<file path="src/rtl/mul_wb_stage.sv">
// Multiplier write-back/status stage: E/W destination tracking, ASTAT/STKY flags, RAW forwarding.
// Define MUL_WB_FWD_EN for data forwarding; otherwise the block raises mul_ps_hazard to stall issue.
module mul_wb_stage #(
  parameter int RF_DATASIZE = 16,
  parameter int RF_ADDRSIZE = 4
) (
  input  logic                   clk,
  input  logic                   reset,
  input  logic                   ps_mul_en,
  input  logic                   ps_mul_otreg,
  input  logic [1:0]             ps_mul_cls,
  input  logic [1:0]             ps_mul_sc,
  input  logic [RF_ADDRSIZE-1:0] ps_mul_rn_addr,
  input  logic [RF_ADDRSIZE-1:0] ps_rx_addr,
  input  logic [RF_ADDRSIZE-1:0] ps_ry_addr,
  input  logic [RF_DATASIZE-1:0] mul_xb_dt,
  input  logic                   mul_ps_mv,
  input  logic                   mul_ps_mn,
  input  logic                   ps_stat_wr,
  input  logic [2:0]             ps_stat_wdt,
  output logic                   wb_rf_we,
  output logic [RF_ADDRSIZE-1:0] wb_rf_addr,
  output logic [RF_DATASIZE-1:0] wb_rf_dt,
  output logic                   astat_mn,
  output logic                   astat_mv,
  output logic                   stky_mos,
  output logic                   fwd_x,
  output logic                   fwd_y,
  output logic [RF_DATASIZE-1:0] fwd_x_dt,
  output logic [RF_DATASIZE-1:0] fwd_y_dt,
  output logic                   mul_ps_hazard
);

  logic                   e_en_q;
  logic                   e_otreg_q;
  logic [1:0]             e_cls_q;
  logic [1:0]             e_sc_q;
  logic [RF_ADDRSIZE-1:0] e_rn_addr_q;

  logic                   wb_we_q;
  logic [RF_ADDRSIZE-1:0] wb_addr_q;
  logic [RF_DATASIZE-1:0] wb_dt_q;

  logic mn_q, mv_q, mos_q;
  logic mn_d, mv_d, mos_d;

  logic e_rnwr;
  logic e_flagupd;
  logic x_hit_e, x_hit_w, y_hit_e, y_hit_w;

  assign e_rnwr    = e_en_q & ~e_otreg_q;
  // Plain MR0/1/2 transfers leave the flags alone; SAT MR updates them.
  assign e_flagupd = e_en_q & ~((e_cls_q == 2'b00) & (e_sc_q != 2'b11));

  always_ff @(posedge clk or negedge reset) begin
    if (!reset) begin
      e_en_q      <= 1'b0;
      e_otreg_q   <= 1'b0;
      e_cls_q     <= 2'b00;
      e_sc_q      <= 2'b00;
      e_rn_addr_q <= '0;
    end else begin
      e_en_q <= ps_mul_en;
      if (ps_mul_en) begin
        e_otreg_q   <= ps_mul_otreg;
        e_cls_q     <= ps_mul_cls;
        e_sc_q      <= ps_mul_sc;
        e_rn_addr_q <= ps_mul_rn_addr;
      end
    end
  end

  always_ff @(posedge clk or negedge reset) begin
    if (!reset) begin
      wb_we_q   <= 1'b0;
      wb_addr_q <= '0;
      wb_dt_q   <= '0;
    end else begin
      wb_we_q <= e_rnwr;
      if (e_rnwr) begin
        wb_addr_q <= e_rn_addr_q;
        wb_dt_q   <= mul_xb_dt;
      end
    end
  end

  // Hardware flags win over a sequencer write; a sticky set from hardware beats a software clear.
  always_comb begin
    mn_d  = mn_q;
    mv_d  = mv_q;
    mos_d = mos_q;
    if (e_flagupd) begin
      mn_d  = mul_ps_mn;
      mv_d  = mul_ps_mv;
      mos_d = (ps_stat_wr ? ps_stat_wdt[2] : mos_q) | mul_ps_mv;
    end else if (ps_stat_wr) begin
      mos_d = ps_stat_wdt[2];
      mv_d  = ps_stat_wdt[1];
      mn_d  = ps_stat_wdt[0];
    end
  end

  always_ff @(posedge clk or negedge reset) begin
    if (!reset) begin
      mn_q  <= 1'b0;
      mv_q  <= 1'b0;
      mos_q <= 1'b0;
    end else begin
      mn_q  <= mn_d;
      mv_q  <= mv_d;
      mos_q <= mos_d;
    end
  end

  assign wb_rf_we   = wb_we_q;
  assign wb_rf_addr = wb_addr_q;
  assign wb_rf_dt   = wb_dt_q;
  assign astat_mn   = mn_q;
  assign astat_mv   = mv_q;
  assign stky_mos   = mos_q;

  assign x_hit_e = e_rnwr  & (ps_rx_addr == e_rn_addr_q);
  assign x_hit_w = wb_we_q & (ps_rx_addr == wb_addr_q);
  assign y_hit_e = e_rnwr  & (ps_ry_addr == e_rn_addr_q);
  assign y_hit_w = wb_we_q & (ps_ry_addr == wb_addr_q);

`ifdef MUL_WB_FWD_EN
  // E-stage result is newer than the W-stage one, so it takes priority.
  always_comb begin
    fwd_x    = 1'b0;
    fwd_x_dt = '0;
    fwd_y    = 1'b0;
    fwd_y_dt = '0;
    if (x_hit_e) begin
      fwd_x    = 1'b1;
      fwd_x_dt = mul_xb_dt;
    end else if (x_hit_w) begin
      fwd_x    = 1'b1;
      fwd_x_dt = wb_dt_q;
    end
    if (y_hit_e) begin
      fwd_y    = 1'b1;
      fwd_y_dt = mul_xb_dt;
    end else if (y_hit_w) begin
      fwd_y    = 1'b1;
      fwd_y_dt = wb_dt_q;
    end
  end
  assign mul_ps_hazard = 1'b0;
`else
  assign fwd_x         = 1'b0;
  assign fwd_y         = 1'b0;
  assign fwd_x_dt      = '0;
  assign fwd_y_dt      = '0;
  assign mul_ps_hazard = x_hit_e | x_hit_w | y_hit_e | y_hit_w;
`endif

endmodule

</file>
<file path="config.mk">
export PLATFORM = sky130hd
export DESIGN_NAME = mul_wb_stage
export DESIGN_NICKNAME = d
export VERILOG_FILES = /design/src/rtl/mul_wb_stage.sv
export SDC_FILE = /design/constraint.sdc
export NUM_CORES = 1
export LEC_CHECK = 0
export CORE_MARGIN = 3
export CORE_UTILIZATION = 34
export CTS_CLUSTER_DIAMETER = 100
export DETAILED_ROUTE_END_ITERATION = 8
export GPL_TIMING_DRIVEN = 1
export PLACE_DENSITY_LB_ADDON = 0.05
export SLEW_MARGIN = 25
export SYNTH_ARGS = -nofsm -noshare
export SYNTH_HDL_FRONTEND = slang
export SYNTH_SLANG_ARGS = --single-unit
</file>
<file path="constraint.sdc">
create_clock -name clk -period 1.2 [get_ports clk]
set_clock_uncertainty 0.15 [all_clocks]
set_input_delay 0.24 -clock clk [delete_from_list [all_inputs] [get_ports clk]]
set_output_delay 0.24 -clock clk [all_outputs]
set_load 0.01 [all_outputs]
</file>
=== Word level (Yosys, flattened, before mapping) ===
Cells that the tools add are included.

* Bitwise logic cells: 13
* Reduce and logical (&&, ||, !) cells: 2
* Mux-type cells: 6
* Equal/unequal tests: 5

{| class="wikitable"
|+ Operators by type and width
! operator !! count
|-
| 4-bit == test || 4
|-
| 1-bit AND || 7
|-
| 1-bit two-way mux || 6
|-
| 1-bit bitwise OR || 4
|-
| 2-bit logical NOT || 1
|-
| 2-bit inequality test (second input constant) || 1
|-
| 1-bit inverter || 2
|-
| 2-bit nonzero test || 1
|}

* Flip-flop bits (word level): 34
* Input bits: 42
* Output and inout bits: 59

=== Depth between registers and ports, before layout ===
Gate-level depths: netlist (run 1).

* Depth after elaboration: 6
* Depth in mapped cells: 4
* Depth with buffers taken out: 4

=== Worst setup path before layout (run 1) ===
No wires, ideal clock.

* Path kind: register -> output
* Start: reg wb_addr_q[2], in the netlist wb_rf_addr[2]
* End: out mul_ps_hazard
* Data arrival time: 1.040 ns
* Path buffers: 0
* Cell stages (with the launch flop): 5
* Setup slack: -0.230 ns
* Path through: dfrtp_1 -> xor2_1 -> nor4_1 -> o21ai_0 -> nand2_1

* Longest elaborated chain between the ends: 5

{| class="wikitable"
|+ RTL lines
! what !! line !! RTL
|-
| from (decl) || 41 || <nowiki>logic [RF_ADDRSIZE-1:0] wb_addr_q;</nowiki>
|-
| from (signal assigned) || 81 || <nowiki>wb_addr_q <= e_rn_addr_q;</nowiki>
|-
| 4-bit == test || 123 || <nowiki>assign x_hit_w = wb_we_q & (ps_rx_addr == wb_addr_q);</nowiki>
|-
| 1-bit AND || 123 ||
|-
| 1-bit bitwise OR (2 in series) || 155 || <nowiki>assign mul_ps_hazard = x_hit_e | x_hit_w | y_hit_e | y_hit_w;</nowiki>
|-
| 1-bit bitwise OR (*) || 155 ||
|-
| to (decl) || 31 || <nowiki>output logic mul_ps_hazard</nowiki>
|}

Mark *: on every way between the ends. The rest lies on a longest branch, timed or not.

=== Worst setup path in the final report (run 1) ===
* Start: reg wb_addr_q[1], in the netlist wb_rf_addr[1]
* End: out mul_ps_hazard

The elaborated chain is that of the path after synthesis.

==> impl_metrics.json, run 1 <==
{
  "status": "complete, but fails checks",
  "violations": "setup timing",
  "grt_pass1_vias": 1326,
  "synthTopCellsByArea": "dfrtp_1 49%, mux2_2 18%, buf_4 15%",
  "synth_compound_area_share_pct": 1.66,
  "antenna_cells": 0,
  "max-cap-violations": 0,
  "drive_above_1_share_pct": 41.7,
  "antenna_found_initial": 0,
  "yosys.area_share.adder_pct": 0,
  "setup_viol": 26,
  "reg2reg_slack_ps": -230,
  "post_drt_wl_per_cell_um": 13.4,
  "cpPeakStageDelay_ps": 420,
  "crit_path_end_kind": "primary output",
  "met2RoutedLength_um": 2030,
  "globalRouteTotalUtil_pct": 13.9,
  "r2r-end": "wb_rf_addr[2]$_DFFE_PN0P_",
  "drc": 0,
  "synth_top_family_by_area": "multiplexers",
  "initial_core_util_pct": 36.0,
  "cp_max_fo": 3,
  "synth_ff_type": "dfrtp_1",
  "cp-endpoint": "mul_ps_hazard",
  "min_period_ps": 1870,
  "cts_sinks": 34,
  "synth-simple-area-share_pct": 3.61,
  "async_flop_share_pct": 100,
  "die_area_um2": 5990,
  "path_class": "reg -> out",
  "cpMaxStageDelayCell": "dfrtp_1",
  "drv_slew": 0,
  "arrival_ps": 1480,
  "hpwl_um": 2810,
  "netlist_area_um2": 1730,
  "synthXorXnorAreaFrac_pct": 8.09,
  "cp_num_buf_inv": 1,
  "ctsHoldBuffers": 0,
  "cp_top_family": "flip-flops",
  "pwr_density_cell_nw_per_um2": 1310,
  "yosysTopAreaCell": "dfrtp_1",
  "clk_latency_ps": 270,
  "grt_pass1_wl_um": 6440,
  "cp_cell_sequence": "xor2_1 > nor4_1 > o21ai_1 > nand2_1 > buf_2",
  "clk_path_buf_depth": 2,
  "cts_root_buf": "clkbuf_8",
  "leakage_nw": 1.35,
  "core_um2": 4820,
  "drt_iter0_markers": 10,
  "grt_max_degree": 35,
  "dr.pass1.iters": 3,
  "syn_inst": 136,
  "rows": 25,
  "yosys_warnings": 0,
  "rsz0062_at_grt": "yes",
  "hold_violations": 0,
  "finalCritPeriodShare_pct": 156,
  "ys_seq_elements": 34,
  "routed_wl_um": 4130,
  "area_delta_synth_final_pct": 58.3,
  "ir_drop_v": 0.000536,
  "dr.max_layer_used": "met4",
  "worstRegToRegCells": 4,
  "io_buffer_count": 66,
  "yosysSeqAreaShare_pct": 49.1,
  "reg2reg_from": "e_otreg_q$_DFFE_PN0P_",
  "worst-path-stages": 5,
  "required_ps": 810,
  "crit_start": "wb_rf_addr[1]$_DFFE_PN0P_",
  "stdcell_area_um2": 2740,
  "met3_length_um": 288,
  "syn-mean-instance-area_um2": 12.7,
  "place_ws_ps": -1050,
  "clk_pin_slew_ps": 60,
  "grt-ovfl-total": 0,
  "synth_top_area_share_pct": 49.1,
  "ioPinCount": 101,
  "synthMuxAreaShare_pct": 20.6,
  "gp_congestion": 0.780,
  "min_from": "ps_mul_en",
  "post_dp_cell_area_um2": 2490,
  "startpoint_type": "flip-flop",
  "fp.dieH_um": 77.4,
  "ant_nets": 0,
  "vias": 1254,
  "htree_levels": 2,
  "fmax_mhz": 534,
  "nets": 283,
  "cts_tree": "done",
  "fin_ws_ps": -672,
  "hp-class": "in -> reg",
  "wl_met1_um": 1790,
  "yosysUniqueCellTypes": 17,
  "synth_commonest_cells": "34 x buf_4, 34 x dfrtp_1, 28 x mux2_2",
  "cts_inserted_buffers": 5,
  "drt-vias-per-instance": 4.08,
  "synth-edff-count": 0,
  "die_w_um": 77.4
}
==> where the power goes <==
| part | switching (mW) | internal [mW] | total (mW) |
|---|---|---|---|
| clock | 0.367 | 0.442 | 0.809 |
| sequential | 0.135 | 1.33 | 1.47 |
| combinational | 0.478 | 0.827 | 1.30 |
| total | 0.980 | 2.60 | 3.58 |
==> placed cells by master (no fill, tap or decap) <==
cell type / synthesis / routed
buf_16: 0 / 1
clkbuf_8: 0 / 6
nand2_1: 3 / 2
buf_2: 1 / 21
mux2i_1: 3 / 3
nor2_1: 2 / 1
buf_8: 2 / 1
clkbuf_16: 0 / 1
a21oi_1: 2 / 1
buf_4: 34 / 25
nor2b_4: 1 / 1
nand3_1: 1 / 1
a211o_1: 1 / 1
nor2_2: 0 / 1
dfrtp_1: 34 / 34
buf_6: 0 / 10
nor4_1: 4 / 4
dlygate4sd2_1: 0 / 2
clkdlybuf4s50_1: 0 / 37
dlymetal6s2s_1: 0 / 2
mux2_4: 0 / 20
conb_1: 1 / 34
nand2_2: 0 / 1
a21oi_2: 0 / 1
o21ai_1: 0 / 2
buf_12: 0 / 2
mux2_2: 28 / 9
xor2_1: 16 / 16
==> timing repair <==
action                                  in CTS  in global routing
cloned                                       2                  1
setup buffers                               11                 12
endpoints found under the setup margin      53                 52
resized for setup                          121                 10
hold endpoints to repair                     0                  0
pin swaps                                    3                  3
==> routing by layer <==
metal / up-vias / track usage, %
li1: 596 / -
met1: 593 / 17.9
met2: 63 / 21.8
met3: 2 / 4.52
met4: 0 / 5.34
met5: - / 0
==> worst register-to-register path: cells and delay by family (launching register included) <==
family                 cells  cell delay [ps]
DFF                        1              400
buffers and inverters      2              320
muxes                      1              300
and+or+nand+nor            1              150
==> worst min path at each step <==
stage,end,slack [ps],depth (start not counted)
after global placement,wb_rf_dt[0]$_DFFE_PN0P_,350,1
after global routing,e_en_q$_DFF_PN0_,120,2
after detailed placement,wb_rf_dt[11]$_DFFE_PN0P_,350,1
after floorplan,astat_mn$_DFFE_PN0P_,-210,0
after CTS,wb_rf_dt[11]$_DFFE_PN0P_,180,2
final,e_en_q$_DFF_PN0_,130,2
==> logic make-up (layout without fill, tap and decap cells) <==
kind of cell,count (synthesis),after routing
other,1,34
DFF,34,34
muxes,32,32
xor gates and xnor gates,16,16
buffers and inverters,37,108
and+or+nand+nor,11,11
AOI/OAI and AO/OA,5,5
==> through the flow <==
step	TNS, ps	total power, mW	hold WS [ps]	util, %	instances
5_1_grt	-6970	3.80	122	56.9	307
3_5_place_dp	-12300	2.63	349	51.7	279
6_report	-5400	3.58	129	56.9	307
2_1_floorplan	-1920	2.07	-206	-	169
3_3_place_gp	-11940	2.61	347	51.7	279
4_1_cts	-5760	3.51	176	55.1	298
==> state kept, by name (all words and copies together) (netlist names) <==
register	flops
wb_rf_dt	16
e_cls_q	2
stky_mos	1
astat_mv	1
wb_rf_addr	4
e_en_q	1
e_rn_addr_q	4
astat_mn	1
wb_rf_we	1
e_sc_q	2
e_otreg_q	1
==> area by class of cell <==
class	count	area (µm²)
clock buffer	6	82.6
fill	426	2070
tap	67	83.8
sequential	34	851
multi-input combinational	98	800
timing repair buffer	102	926
(Power assumes the default switching activity.)
==> inputs of run 2 (changes only) <==
--- a/config.mk
+++ b/config.mk
@@ -10,7 +10,7 @@
 export CTS_CLUSTER_DIAMETER = 100
 export DETAILED_ROUTE_END_ITERATION = 8
 export GPL_TIMING_DRIVEN = 1
-export PLACE_DENSITY_LB_ADDON = 0.05
+export PLACE_DENSITY = 0.78
 export SLEW_MARGIN = 25
 export SYNTH_ARGS = -nofsm -noshare
 export SYNTH_HDL_FRONTEND = slang
==> run 2 against run 1 <==
The run still ends with setup timing left. Die area unchanged. Wire length decreased by 5.9%. Register-to-register slack got worse by 70 ps. Clock power decreased by 2.5%. Final cell count decreased by 0.33%. Utilization unchanged. Fmax increased by 1.9%. Global-route usage decreased by 1.2 points. Worst hold slack got worse by 28 ps. Cell area unchanged. Largest power group unchanged. Highest routed layer unchanged.
==> impl_metrics.json, run 2 (same netlist as run 1, synthesis figures left out) <==
{
  "fin_ws_ps": -637,
  "htree_levels": 2,
  "nets": 281,
  "post_drt_wl_per_cell_um": 12.7,
  "most-common-layout-cells": "34 x conb_1, 34 x dfrtp_1, 34 x clkdlybuf4s50_1, 22 x buf_4, 18 x mux2_4",
  "drv_slew": 0,
  "reg2reg_from": "e_otreg_q$_DFFE_PN0P_",
  "gp_congestion": 0.707,
  "routed_wl_um": 3880,
  "cp-endpoint": "mul_ps_hazard",
  "final_util_pct": 56.9,
  "fp.dieH_um": 77.4,
  "rsz0062_at_grt": "yes",
  "largest_register_ffs": 16,
  "core_um2": 4820,
  "hold_violations": 0,
  "initial_core_util_pct": 36.0,
  "fmax_mhz": 544,
  "die_w_um": 77.4,
  "cts_tree": "done",
  "path_class": "in -> out",
  "leakage_nw": 1.34,
  "arrival_ps": 1450,
  "hp-class": "in -> reg",
  "cts_root_buf": "clkbuf_8",
  "pwr_density_cell_nw_per_um2": 1280,
  "worstRegToRegCells": 5,
  "crit_path_end_kind": "primary output",
  "drc": 0,
  "rows": 25,
  "startpoint_type": "input pin",
  "ant_nets": 0,
  "finalCritPeriodShare_pct": 153,
  "ir_drop_v": 0.000693,
  "status": "complete, but fails checks",
  "grt-ovfl-total": 0,
  "setup_viol": 28,
  "finalNonFillerCells": 306,
  "drt-vias-per-instance": 4.11,
  "cp_max_fo": 2,
  "fillers": 421,
  "cpMaxStageDelayCell": "clkdlybuf4s50_1",
  "die_area_um2": 5990,
  "grt_max_degree": 35,
  "vias": 1257,
  "dr.pass1.iters": 4,
  "cpPeakStageDelay_ps": 480,
  "cp_cell_sequence": "clkdlybuf4s50_1 > xor2_1 > nor4_1 > o21ai_1 > nand2_1 > buf_2",
  "antenna_cells": 0,
  "place_ws_ps": -1110,
  "hpwl_um": 2800,
  "reg2reg_slack_ps": -300,
  "globalRouteTotalUtil_pct": 12.7,
  "power_mw": 3.51,
  "clk_latency_ps": 280,
  "io_buffer_count": 66,
  "drive_above_1_share_pct": 41.4,
  "cts_inserted_buffers": 5,
  "r2r-end": "wb_rf_dt[0]$_DFFE_PN0P_",
  "place_inst": 282,
  "max-cap-violations": 0,
  "clk_path_buf_depth": 2,
  "ioPinCount": 101,
  "area_delta_synth_final_pct": 58.3,
  "violations": "setup timing",
  "required_ps": 810,
  "drt_iter0_markers": 14,
  "min_period_ps": 1840,
  "clk_pin_slew_ps": 70,
  "cts_sinks": 34,
  "crit_start": "ps_ry_addr[0]",
  "grt_pass1_vias": 1283,
  "grt_pass1_wl_um": 5930,
  "antenna_found_initial": 0
}
[run 2: how the worst min path moves through the flow]
stage | from | end | depth (start not counted)
after floorplan | reset | astat_mn$_DFFE_PN0P_ | 0
after global placement | wb_rf_dt[0]$_DFFE_PN0P_ | wb_rf_dt[0]$_DFFE_PN0P_ | 1
after detailed placement | wb_rf_dt[2]$_DFFE_PN0P_ | wb_rf_dt[2]$_DFFE_PN0P_ | 1
after CTS | reset | e_en_q$_DFF_PN0_ | 2
after global routing | ps_mul_en | e_en_q$_DFF_PN0_ | 2
final | ps_mul_en | e_en_q$_DFF_PN0_ | 2
[run 2: power by group]
group          internal [mW]  switching, mW
Sequential              1.33          0.135
Clock                  0.397          0.391
Combinational          0.797          0.459
Total                   2.53          0.985
[run 2: cell type report]
class | count | area, µm² | share of cell area (%)
Tap cell | 67 | 83.8 | 3.06
Multi-Input combinational cell | 98 | 798 | 29.1
Timing Repair Buffer | 100 | 930 | 33.9
Clock buffer | 6 | 72.6 | 2.65
Clock inverter | 1 | 7.51 | 0.274
Sequential cell | 34 | 851 | 31.0
[run 2: routing by layer]
layer / track usage [%] / vias to the layer above / routed length (µm)
li1: - / 595 / -
met1: 15.5 / 585 / 1610
met2: 20.2 / 72 / 1790
met3: 5.45 / 5 / 434
met4: 4.27 / 0 / 50
met5: 0 / - / 0
[run 2: worst max-delay path: cells and delay by family]
family / cells / cell delay, ps
AO/OA/AOI/OAI: 1 / 100
XOR/XNOR: 1 / 170
buffers and inverters: 2 / 610
AND/OR/NAND/NOR: 2 / 330
[run 2: metrics by stage]
step / instance area (µm²) / setup TNS [ps] / hold slack [ps]
after floorplan: 1920 / -1920 / -206
after global placement: 2510 / -11840 / 343
after detailed placement: 2510 / -12230 / 342
after CTS: 2560 / -4680 / 182
after global routing: 2740 / -7650 / 121
final: 2740 / -5940 / 101
[run 2: what timing repair did]
| action | 4_1_cts | 5_1_grt |
|---|---|---|
| hold buffers | 0 | 0 |
| buffers inserted | 6 | 10 |
| resized for setup | 122 | 12 |
| pin swaps | 6 | 2 |
| setup endpoints to repair | 47 | 51 |
| gates cloned | 0 | 3 |
==> inputs of run 3 (changes only) <==
--- a/config.mk
+++ b/config.mk
@@ -5,12 +5,13 @@
 export SDC_FILE = /design/constraint.sdc
 export NUM_CORES = 1
 export LEC_CHECK = 0
+export CAP_MARGIN = 15
 export CORE_MARGIN = 3
-export CORE_UTILIZATION = 34
+export CORE_UTILIZATION = 30
 export CTS_CLUSTER_DIAMETER = 100
 export DETAILED_ROUTE_END_ITERATION = 8
 export GPL_TIMING_DRIVEN = 1
-export PLACE_DENSITY = 0.78
+export PLACE_DENSITY = 0.71
 export SLEW_MARGIN = 25
 export SYNTH_ARGS = -nofsm -noshare
 export SYNTH_HDL_FRONTEND = slang
==> run 3 against run 2 <==
The run still ends with setup timing left. Power up 5.5%. First-iteration DRC count rose to 2.9 times the previous value. Via count down 5.0%. Highest routed layer unchanged. Largest power group unchanged. Critical endpoint unchanged. Final cell count down 0.65%. Largest cell class is now sequential cells. Worst hold slack better by 180 ps.
==> impl_metrics.json, run 3 (same netlist as run 1, synthesis figures left out) <==
{
  "startpoint_type": "input pin",
  "ioPinCount": 101,
  "crit_path_end_kind": "primary output",
  "drt-vias-per-instance": 3.93,
  "hpwl_um": 2650,
  "area_delta_synth_final_pct": 53.6,
  "pwr_density_cell_nw_per_um2": 1390,
  "drt_iter0_markers": 40,
  "grtUsageMet3_pct": 4.28,
  "min_period_ps": 1890,
  "cts_inserted_buffers": 5,
  "busiest_layer": "met2",
  "place_inst": 283,
  "cts_sinks": 34,
  "grt_max_degree": 35,
  "violations": "setup timing",
  "clk_pin_slew_ps": 80,
  "gp_congestion": 0.656,
  "fin_ws_ps": -690,
  "largest_register_ffs": 16,
  "rows": 27,
  "timing.hold.ws_ps": 277,
  "final_common_cell": "clkdlybuf4s50_1",
  "die_w_um": 82,
  "clk_latency_ps": 280,
  "status": "complete, but fails checks",
  "nets": 273,
  "leakage_nw": 1.28,
  "path_class": "in -> out",
  "drc": 0,
  "clk_path_buf_depth": 2,
  "initial_core_util_pct": 31.3,
  "vias": 1194,
  "stdcell_area_um2": 2660,
  "post_drt_wl_per_cell_um": 11.8,
  "final_util_pct": 48.1,
  "antenna_found_initial": 0,
  "reg2reg_from": "e_otreg_q$_DFFE_PN0P_",
  "fp.dieH_um": 82,
  "core_um2": 5540,
  "place_ws_ps": -1030,
  "most-common-layout-cells": "36 x clkdlybuf4s50_1, 34 x conb_1, 34 x dfrtp_1, 20 x buf_2, 18 x mux2_4",
  "drv_slew": 0,
  "grt_pass1_vias": 1158,
  "htree_levels": 2,
  "hp-class": "in -> async",
  "setup_viol": 28,
  "rsz0062_at_grt": "yes",
  "worstRegToRegCells": 3,
  "grtUsageMet1_pct": 14.8,
  "grt_pass1_wl_um": 5630,
  "arrival_ps": 1500,
  "required_ps": 810,
  "ant_nets": 0,
  "fin_setup_tns_ps": -4770,
  "finalCritPeriodShare_pct": 157,
  "finalNonFillerCells": 304,
  "globalRouteTotalUtil_pct": 11.2,
  "use_met2_pct": 16.6,
  "r2r-end": "wb_rf_dt[0]$_DFFE_PN0P_",
  "cts_root_buf": "clkbuf_8",
  "power_mw": 3.71,
  "routed_wl_um": 3600,
  "grt-ovfl-total": 0,
  "dr.pass1.iters": 4,
  "io_buffer_count": 66,
  "reg2reg_slack_ps": -200,
  "fmax_mhz": 529,
  "cts_tree": "done",
  "die_area_um2": 6720,
  "fillers": 513,
  "cp_max_fo": 2,
  "ir_drop_v": 0.000849,
  "hold_violations": 0,
  "max-cap-violations": 0,
  "drive_above_1_share_pct": 39.7,
  "post_dp_cell_area_um2": 2500,
  "antenna_cells": 0
}
==> run 3: cell types whose count changed in the layout (fill, tap and decap cells not counted), sizes merged <==
cell and delta:
dlygate4sd3 +1, clkbuf -2, bufinv +1, clkdlybuf4s50 +2
dlymetal6s2s -1, buf -6, dlygate4sd2 -2
==> run 3: power breakdown <==
| group | total, mW | leakage (nW) | internal [mW] | switching, mW |
|---|---|---|---|---|
| combinational | 1.20 | 0.833 | 0.756 | 0.448 |
| sequential | 1.46 | 0.397 | 1.33 | 0.130 |
| clock | 1.04 | 0.0514 | 0.620 | 0.420 |
| total | 3.71 | 1.28 | 2.71 | 0.999 |
==> run 3: critical path, cell delays in order <==
cell and delay [ps]:
clkdlybuf4s50_1 450, xor2_1 190, nor4_1 330, o21ai_1 120, nand2_1 60, buf_2 120
==> run 3: area by class of cell <==
cell class                      instances  area, µm²  share of cell area, %
Clock buffer                            6       72.6                   2.73
Clock inverter                          2       37.5                   1.41
Multi-Input combinational cell         98        795                   29.8
Sequential cell                        34        851                   32.0
Tap cell                               72       90.1                   3.38
Timing Repair Buffer                   92        817                   30.7
==> run 3: worst max-delay path by stage <==
stage | startpoint | to | slack [ps] | depth (start not counted)
floorplan | wb_rf_addr[1]$_DFFE_PN0P_ | mul_ps_hazard | -220 | 4
global placement | ps_rx_addr[0] | mul_ps_hazard | -1020 | 6
detailed placement | ps_ry_addr[1] | mul_ps_hazard | -1030 | 6
CTS | wb_rf_addr[2]$_DFFE_PN0P_ | mul_ps_hazard | -670 | 6
global route | wb_rf_addr[1]$_DFFE_PN0P_ | mul_ps_hazard | -800 | 5
finish | ps_rx_addr[1] | mul_ps_hazard | -690 | 6
==> run 3: layer usage <==
layer	share of wire, %	vias to the layer above
met5	0	-
met4	0.64	0
met3	10	4
met2	45	65
met1	44	547
li1	-	578
==> run 3: repair_timing <==
action                     CTS  global route
hold endpoints to repair    34             0
resized for setup          119             7
buffers inserted            10             5
pin swaps                    4             4
hold buffers                 1             0
setup endpoints to repair   48            47
gates cloned                 0             0
